$ cat config.mk
export PLATFORM = sky130hd
export DESIGN_NAME = muldiv_unit
export DESIGN_NICKNAME = d
export VERILOG_FILES = /design/src/rtl/muldiv_unit.sv
export SDC_FILE = /design/constraint.sdc
export NUM_CORES = 1
export LEC_CHECK = 0
export ABC_AREA = 0
export BUFFER_PORTS_ARGS = -buffer_cell sky130_fd_sc_hd__buf_4
export CAP_MARGIN = 25
export CORE_MARGIN = 4
export CORE_UTILIZATION = 30
export DETAILED_ROUTE_END_ITERATION = 6
export GPL_TIMING_DRIVEN = 0
export PLACE_DENSITY_LB_ADDON = 0.1
export SLEW_MARGIN = 40
export SYNTH_ARGS = -nofsm -noshare
export SYNTH_HDL_FRONTEND = slang
export SYNTH_SLANG_ARGS = --single-unit
$ cat constraint.sdc
create_clock -name i_clock -period 6.09 [get_ports i_clock]
set_input_delay 0.609 -clock i_clock [delete_from_list [all_inputs] [get_ports i_clock]]
set_output_delay 0.609 -clock i_clock [all_outputs]
set_load 0.03 [all_outputs]
$ cat src/rtl/muldiv_unit.sv
`default_nettype none
// ============================================================================
// Module      : muldiv_unit
// Description : Iterative MIPS multiply/divide unit with private HI/LO.
//               MULT/MULTU use shift-add, DIV/DIVU use restoring division,
//               both over NB_DATA cycles. MFHI/MFLO/MTHI/MTLO are served
//               directly from HI/LO.
// Revision    : 1.0 - initial release
// ============================================================================
module muldiv_unit #(
   parameter int NB_DATA  = 32,
   parameter int NB_FUNCT = 6,
   parameter int NB_COUNT = $clog2(NB_DATA)
) (
   input  logic               i_clock,
   input  logic               i_reset,
   input  logic [NB_DATA-1:0] i_instruction,
   input  logic [NB_DATA-1:0] i_rfile_rs,
   input  logic [NB_DATA-1:0] i_rfile_rt,
   input  logic               i_valid,
   input  logic               i_flush,
   output logic [NB_DATA-1:0] o_result,
   output logic               o_result_sel,
   output logic               o_busy,
   output logic               o_stall
);

   localparam logic [1:0] c_ST_IDLE = 2'd0;
   localparam logic [1:0] c_ST_MUL  = 2'd1;
   localparam logic [1:0] c_ST_DIV  = 2'd2;

   localparam logic [NB_FUNCT-1:0] c_MFHI  = 6'b010000;
   localparam logic [NB_FUNCT-1:0] c_MTHI  = 6'b010001;
   localparam logic [NB_FUNCT-1:0] c_MFLO  = 6'b010010;
   localparam logic [NB_FUNCT-1:0] c_MTLO  = 6'b010011;
   localparam logic [NB_FUNCT-1:0] c_MULT  = 6'b011000;
   localparam logic [NB_FUNCT-1:0] c_MULTU = 6'b011001;
   localparam logic [NB_FUNCT-1:0] c_DIV   = 6'b011010;
   localparam logic [NB_FUNCT-1:0] c_DIVU  = 6'b011011;

   logic [1:0]           r_state, w_next_state;
   logic                 r_busy;
   logic [NB_COUNT-1:0]  r_count;
   logic [NB_DATA-1:0]   r_hi, r_lo;
   logic [2*NB_DATA-1:0] r_acc;      // mul: {partial, multiplier}; div: {remainder, quotient}
   logic [NB_DATA-1:0]   r_opb;      // multiplicand or divisor magnitude
   logic                 r_neg_p, r_neg_r, r_dz;

   // ---------------- decode ----------------
   logic [NB_FUNCT-1:0] w_funct;
   logic w_rtype, w_mfhi, w_mthi, w_mflo, w_mtlo, w_mult, w_multu, w_div, w_divu;
   logic w_hilo_op, w_signed, w_start_mul, w_start_div, w_last, w_unused_bits;

   assign w_funct   = i_instruction[NB_FUNCT-1:0];
   assign w_rtype   = (i_instruction[NB_DATA-1 -: NB_FUNCT] == '0);
   assign w_mfhi    = w_rtype & (w_funct == c_MFHI);
   assign w_mthi    = w_rtype & (w_funct == c_MTHI);
   assign w_mflo    = w_rtype & (w_funct == c_MFLO);
   assign w_mtlo    = w_rtype & (w_funct == c_MTLO);
   assign w_mult    = w_rtype & (w_funct == c_MULT);
   assign w_multu   = w_rtype & (w_funct == c_MULTU);
   assign w_div     = w_rtype & (w_funct == c_DIV);
   assign w_divu    = w_rtype & (w_funct == c_DIVU);
   assign w_unused_bits = ^i_instruction[NB_DATA-NB_FUNCT-1:NB_FUNCT];

   // Reset participates so every combinational output is 0 while held in reset.
   assign w_hilo_op = i_reset & i_valid & ~i_flush &
                      (w_mfhi | w_mthi | w_mflo | w_mtlo | w_mult | w_multu | w_div | w_divu);
   assign w_signed    = w_mult | w_div;
   assign w_start_mul = w_hilo_op & (w_mult | w_multu) & ~r_busy;
   assign w_start_div = w_hilo_op & (w_div | w_divu) & ~r_busy;
   assign w_last      = (r_count == '0);

   logic              w_rs_neg, w_rt_neg;
   logic [NB_DATA-1:0] w_abs_rs, w_abs_rt;
   assign w_rs_neg = w_signed & i_rfile_rs[NB_DATA-1];
   assign w_rt_neg = w_signed & i_rfile_rt[NB_DATA-1];
   assign w_abs_rs = w_rs_neg ? -i_rfile_rs : i_rfile_rs;
   assign w_abs_rt = w_rt_neg ? -i_rfile_rt : i_rfile_rt;

   // ---------------- one iteration step ----------------
   logic [NB_DATA:0]     w_mul_sum, w_div_part, w_div_trial;
   logic [2*NB_DATA-1:0] w_mul_next, w_div_next, w_prod;
   logic [NB_DATA-1:0]   w_quot, w_rem, w_div_hi, w_div_lo;

   assign w_mul_sum   = {1'b0, r_acc[2*NB_DATA-1:NB_DATA]} + {1'b0, r_opb};
   assign w_mul_next  = r_acc[0] ? {w_mul_sum, r_acc[NB_DATA-1:1]}
                                 : {1'b0, r_acc[2*NB_DATA-1:1]};
   assign w_prod      = r_neg_p ? -w_mul_next : w_mul_next;

   // Shifted remainder needs one extra bit before the trial subtraction.
   assign w_div_part  = r_acc[2*NB_DATA-1:NB_DATA-1];
   assign w_div_trial = w_div_part - {1'b0, r_opb};
   assign w_div_next  = w_div_trial[NB_DATA]
                        ? {w_div_part[NB_DATA-1:0], r_acc[NB_DATA-2:0], 1'b0}
                        : {w_div_trial[NB_DATA-1:0], r_acc[NB_DATA-2:0], 1'b1};
   assign w_quot      = w_div_next[NB_DATA-1:0];
   assign w_rem       = w_div_next[2*NB_DATA-1:NB_DATA];
   // Divide by zero naturally leaves rem = |rs|; only the quotient sign must be suppressed.
   assign w_div_lo    = r_dz ? '1 : (r_neg_p ? -w_quot : w_quot);
   assign w_div_hi    = r_neg_r ? -w_rem : w_rem;

   // State register and registered busy flag
   always_ff @(posedge i_clock or negedge i_reset) begin
      if (!i_reset) begin
         r_state <= c_ST_IDLE;
         r_busy  <= 1'b0;
      end else begin
         r_state <= w_next_state;
         r_busy  <= (w_next_state != c_ST_IDLE);
      end
   end

   // Next-state logic: start from IDLE, leave on last iteration or flush
   always_comb begin
      w_next_state = r_state;
      case (r_state)
         c_ST_IDLE: begin
            if (w_start_mul)      w_next_state = c_ST_MUL;
            else if (w_start_div) w_next_state = c_ST_DIV;
         end
         c_ST_MUL, c_ST_DIV: begin
            if (i_flush || w_last) w_next_state = c_ST_IDLE;
         end
         default: w_next_state = c_ST_IDLE;
      endcase
   end

   // Output logic
   always_comb begin
      o_busy       = r_busy;
      o_stall      = r_busy & w_hilo_op;
      o_result_sel = w_hilo_op & (w_mfhi | w_mflo) & ~r_busy;
      o_result     = '0;
      if (o_result_sel) o_result = w_mfhi ? r_hi : r_lo;
   end

   // Datapath: operand latch, iteration, HI/LO writeback and MTHI/MTLO
   always_ff @(posedge i_clock or negedge i_reset) begin
      if (!i_reset) begin
         r_count <= '0;
         r_hi    <= '0;
         r_lo    <= '0;
         r_acc   <= '0;
         r_opb   <= '0;
         r_neg_p <= 1'b0;
         r_neg_r <= 1'b0;
         r_dz    <= 1'b0;
      end else if (r_state == c_ST_IDLE) begin
         if (w_start_mul || w_start_div) begin
            r_acc   <= {{NB_DATA{1'b0}}, (w_start_mul ? w_abs_rt : w_abs_rs)};
            r_opb   <= w_start_mul ? w_abs_rs : w_abs_rt;
            r_neg_p <= w_rs_neg ^ w_rt_neg;
            r_neg_r <= w_rs_neg;
            r_dz    <= w_start_div & (i_rfile_rt == '0);
            r_count <= NB_COUNT'(NB_DATA-1);
         end else if (w_hilo_op) begin
            if (w_mthi) r_hi <= i_rfile_rs;
            if (w_mtlo) r_lo <= i_rfile_rs;
         end
      end else if (!i_flush) begin
         r_acc <= (r_state == c_ST_MUL) ? w_mul_next : w_div_next;
         if (w_last) begin
            if (r_state == c_ST_MUL) begin
               r_hi <= w_prod[2*NB_DATA-1:NB_DATA];
               r_lo <= w_prod[NB_DATA-1:0];
            end else begin
               r_hi <= w_div_hi;
               r_lo <= w_div_lo;
            end
         end else begin
            r_count <= r_count - 1'b1;
         end
      end
   end

endmodule
`default_nettype wire

* After elaboration in Yosys (flattened, before gate mapping)
Index checks and enable logic that the tools add are counted.
Widths: inputs -> output; s select.
** Storage, ports and cells
- Bits in registers :: 171
- Input port bits :: 100
- Output and inout bits :: 35
- Logic and storage cells :: 122
** Cells by class
- Add/subtract/negate cells :: 8
- Equality and inequality tests :: 17
- Mux-type cells :: 38
- Bitwise logic cells :: 35
- Reductions and logical operators :: 14
** Operator list (count)
- $mux 32 :: 23
- $mux 64 :: 7
- $neg 32->32 :: 4
- $neg 64->64 :: 1
- $eq 6x5->1 const B :: 8
- $add 32x32->33 :: 1
- $sub 33x32->33 :: 1
- $logic_not 32->1 :: 1
- $and 1x1->1 :: 21
- $mux 5 :: 4
- $or 1x1->1 :: 11
- $reduce_and 5->1 :: 2
- $ne 2x2->1 const B :: 4
- $logic_not 6->1 :: 1
- $mux 2 :: 3
- $ne 2x1->1 const B :: 3
- $logic_not 5->1 :: 1
- $sub 5x1->5 const B :: 1
- $pmux 2 s2 :: 1
- $reduce_and 2->1 :: 2
- $reduce_bool 2->1 :: 2
- $reduce_and 3->1 :: 1
- $eq 2x1->1 const B :: 1
- $eq 2x2->1 const B :: 1
- other kinds (5) :: 7

* Longest topological paths before layout
- Depth in word-level cells :: 16
- Depth in mapped cells :: 28
- Depth with buffers taken out :: 24

* Worst setup path before layout
No wires, ideal clock.
- Path type :: register to register
- From :: register r_acc[31]
- To :: register r_hi[30]
- Library setup time :: 138 ps
- Arrival time :: 4710 ps
- Data required time :: 5952 ps
- Path slack :: 1241 ps
- Cell stages (with the launch flop) :: 27
- Path buffers :: 3
- Clock period less this slack :: 4849 ps
- Cells stage by stage :: dfrtp_1 inv_1 ha_1 inv_1 fa_1 a211oi_1 o21ai_2 o211ai_2 a211oi_1 o21a_1 nor2_4 buf_1 buf_2 nand2_1 nand2_1 inv_1 ha_1 nand2b_1 nor3_1 o21ai_0 o21ai_0 and3_1 buf_2 and4_1 a41o_1 xor2_1 o221ai_1
** On the way
- Cells in the longest elaborated chain, start to end :: 8
- Elaborated cells between the ends (all ways) :: 11
- Those cells by class :: add/sub (3); mux (8)
** RTL lines
- start, declared :: line 45 : logic [2*NB_DATA-1:0] r_acc;
- start signal, assigned :: line 151 : r_acc <= {{NB_DATA{1'b0}}, (w_start_mul ? w_abs_rt : w_abs_rs)};
- start signal, assigned :: line 162 : r_acc <= (r_state == c_ST_MUL) ? w_mul_next : w_div_next;
- $sub 33x32->33 :: line 93 : assign w_div_trial = w_div_part - {1'b0, r_opb};
- $mux 64 :: line 95 : ? {w_div_part[NB_DATA-1:0], r_acc[NB_DATA-2:0], 1'b0}
- $neg 32->32 :: line 101 : assign w_div_hi = r_neg_r ? -w_rem : w_rem;
- $mux 32 :: line 101
- $mux 32 * :: line 164 : if (r_state == c_ST_MUL) begin
- $mux 32 * :: line 163 : if (w_last) begin
- $mux 32 * :: line 161 : end else if (!i_flush) begin
- $mux 32 * :: line 149 : end else if (r_state == c_ST_IDLE) begin
- end signal, assigned :: line 158 : if (w_mthi) r_hi <= i_rfile_rs;
- end signal, assigned :: line 165 : r_hi <= w_prod[2*NB_DATA-1:NB_DATA];
- end signal, assigned :: line 168 : r_hi <= w_div_hi;
- end, declared :: line 44 : logic [NB_DATA-1:0] r_hi, r_lo;
Every way passes the cells marked *; elsewhere a longest branch is shown, timed or not. The select of a mux whose other input is x is not followed.
A chain may end at the register's enable or synchronous reset.

* Final worst setup path
Same ends and word-level chain as after synthesis.

==> summary.md <==
| Metric | Value |
|---|---|
| Worst-path fanout max | `19` |
| I/O pin cnt | `135` |
| Vias | `20,380` |
| Syn Nets | `2,669` |
| Asr flop ratio synth | `100.0%` |
| Seq cells post-synth | `171` |
| YS warnings | `0` |
| Deepest level of the CTS H-tree | `4` |
| Setup Crit Path Kind | `reg -> reg` |
| Sequential fraction of the synthesis area | `23.36%` |
| Hold Violations, Final | `0` |
| Startpoint Class | `flip-flop` |
| Slew Limit Fails | `0` |
| RSZ-0062 raised after global routing | `no` |
| Crit end category | `flip-flop` |
| Slew @ Worst Pin | `922.3 ps` |
| First-pass GRT wire length | `137,300 um` |
| IO Port Bufs | `111` |
| Ys flop type | `dfrtp_1` |
| Slew margin rel. | `38.51%` |
| Fin nets | `2,804` |
| Layout cell share with drive strength beyond 1 | `9.803%` |
| Mapped Avg Cell Area | `7.345 sq um` |
| Post-synth cell types | `100` |
| Final setup violation count | `0` |
| Power Total | `3.353 mW` |
| Synthesized area | `0.01832 sq mm` |
| Synth area leader | `dfrtp_1` |
| Layout overhead on the synthesized area | `14.32%` |
| DPL Wire Length | `78,480 um` |
| Status | `complete, no violations` |
| Worst Path Required | `6440 ps` |
| Core area | `0.06036 sq mm` |
| Post-Layout Cell Count | `3,425` |
| Max cap viols | `0` |
| Total die area | `0.06508 sq mm` |
| Synth top area share | `23.36%` |
| Fmax | `0.1743 GHz` |
| Final wirelength | `96,230 um` |
| Cells after Synth | `2,494` |
| Clk_lat worst skew | `500 ps` |
| Bufs on Longest Clock Path | `2` |
| Vias in the first global route | `19,450` |
| Antenna Nets Post-Route | `0` |
| Worst min path class | `in -> async` |
| Most frequent cell after synthesis | `nand2_1` |
| CTS buffer count | `17` |
| Sinks on Clock Net | `171` |
| Peak supply drop | `0.0001628 V` |
| Rows | `90` |
| Final period utilization | `94.20%` |
| # DRC | `0` |
| Crit path time final | `5737 ps` |
| Die H | `255.1 um` |
| Post-synth EDFFs | `0` |
| Dominant cells by area after synthesis | `dfrtp_1, nand2_1, o21ai_0, a21oi_1, xnor2_1` |
| DRT iter0 DRCs | `2,300` |
| DR vias/cell | `5.952` |
| Clock transition at the registers of the reported paths | `70 ps` |
| Largest net degree at the start of global routing | `67` |
| R2R Setup Slk | `350 ps` |
| GPL Wtd Cong | `0.9823` |
| Routed WL per cell | `28.10 um` |
| GR Overflow Total | `0` |
| Post-synth top cells | `nand2_1, o21ai_0, a21oi_1, nor2_1, dfrtp_1` |
| Initial Utilization | `30.35%` |
| Power Density | `160.1 mW/mm^2` |
| Chip width | `255.1 um` |
| Clock skew | `18.20 ps` |
| Lkg Pwr | `8.370 nW` |
| Clock Root Buffer | `clkbuf_16` |
| Min setup slack post-route | `353.3 ps` |
| Pre-CTS setup slack | `-432.4 ps` |
| Dpl cells | `3,391` |
| CTS tree | `done` |
| Arrival time worst endpoint | `6090 ps` |
| GRT Util Overall | `29.01%` |
| Initial antenna violation count | `1` |
| First-pass detailed-route iteration total | `6` |
==> power by group <==
group / internal, mW / switching (mW) / total [mW] / leakage (nW)
logic: 0.296 / 0.589 / 0.885 / 5.80
clock network: 0.700 / 0.569 / 1.27 / 0.311
registers: 1.16 / 0.0399 / 1.20 / 2.26
==> path summary, 6_finish.rpt <==
path | cells past startpoint | endpoint | start
max | 26 | r_hi[30]$_DFFE_PN0P_ | r_acc[31]$_DFFE_PN0P_
min | 1 | r_acc[58]$_DFFE_PN0P_ | i_reset
max reg2reg | 26 | r_hi[30]$_DFFE_PN0P_ | r_acc[31]$_DFFE_PN0P_
min reg2reg | 2 | r_lo[28]$_DFFE_PN0P_ | r_lo[28]$_DFFE_PN0P_
max in group asynchronous | 2 | r_lo[8]$_DFFE_PN0P_ | i_reset
min in group i_clock | 4 | r_dz$_DFFE_PN0P_ | i_rfile_rt[30]
==> cells by family (layout without fill, tap and decap cells) <==
group	count (synthesis)	in the layout	share of synthesized area, %
and+or+nand+nor	871	871	22.28
AOI/OAI and AO/OA	808	808	27.57
buffers and inverters	247	395	5.239
xor gates and xnor gates	217	217	10.38
DFF	171	171	23.36
muxes	105	105	5.970
adders and majority gates	75	75	5.205
other	0	1	0
==> critical path: stages, from the launching register on <==
cell      delay [ps]
dfrtp_1          460
inv_1            210
ha_1             210
inv_1             60
fa_1             420
a211oi_1         290
o21ai_2          190
o211ai_4         280
a211oi_2         130
nor3_2           280
nor2_4           110
inv_2            130
buf_4            210
buf_6            250
nor2_1            70
a21oi_1          160
ha_1             330
nand2b_1         120
nor3_1           180
o21ai_0          110
o21ai_0          190
and3_1           220
buf_2            200
and4_1           260
a41o_1           200
xor2_1           180
o221ai_1         150
==> placed cells by master (no fill, tap or decap), drive strengths merged, types with 13 or more instances in the layout <==
master,synthesis,routed
nand2,380,380
o21ai,258,258
a21oi,226,226
nor2,203,203
dfrtp,171,171
clkbuf,148,169
buf,30,144
xnor2,113,113
xor2,104,104
mux2i,84,84
ha,73,73
inv,66,73
nand3,56,56
o31ai,48,48
nor3,46,46
a31oi,38,38
or3,34,34
a21o,30,30
a221oi,29,29
nand4,27,27
o22ai,24,24
a211oi,22,22
nor4,22,22
mux2,21,21
and2,18,18
o211ai,16,16
or4,16,16
and3,15,15
o41ai,13,13
==> registers in the layout (all words and copies together) (netlist names) <==
name     flops
o_busy       1
r_lo        32
r_count      5
r_dz         1
r_state      2
r_hi        32
r_neg_p      1
r_neg_r      1
r_opb       32
r_acc       64
==> through the flow <==
step	area [sq um]	utilization, %	setup TNS (ps)	hold slack [ps]
floorplan	18320	-	0	313.4
global placement	20130	33.35	-1868	462.1
detailed placement	20240	33.53	-1740	470.6
CTS	20910	34.65	0	40.41
global route	20940	34.69	0	58.10
finish	20940	34.69	0	25.93
==> routing by layer <==
layer | GRT usage, % | part of all wire, % | wire length (um) | vias up
met5 | 0 | 0 | 0 | -
met4 | 10.77 | 4.0 | 3859 | 0
met3 | 5.050 | 7.4 | 7169 | 130
met2 | 44.08 | 43 | 41250 | 903
met1 | 41.30 | 46 | 43950 | 10060
li1 | - | - | - | 9289
==> layout make-up <==
type,instances,area [sq um]
Sequential cell,171,4279
Timing Repair Buffer,118,930.9
Multi-Input combinational cell,2076,13140
Antenna cell,1,2.502
Clock buffer,19,432.9
Fill cell,6508,39420
Inverter,69,259.0
Buffer,176,715.7
Clock inverter,13,203.9
Tap cell,782,978.4
==> what timing repair did <==
| action | in CTS | in global routing |
|---|---|---|
| gates resized for setup | 3 | 6 |
| setup endpoints to repair | 10 | 10 |
| pin swaps | 2 | 0 |
| hold buffers | 0 | 0 |
| buffers inserted | 3 | 0 |
(Power assumes the default switching activity.)
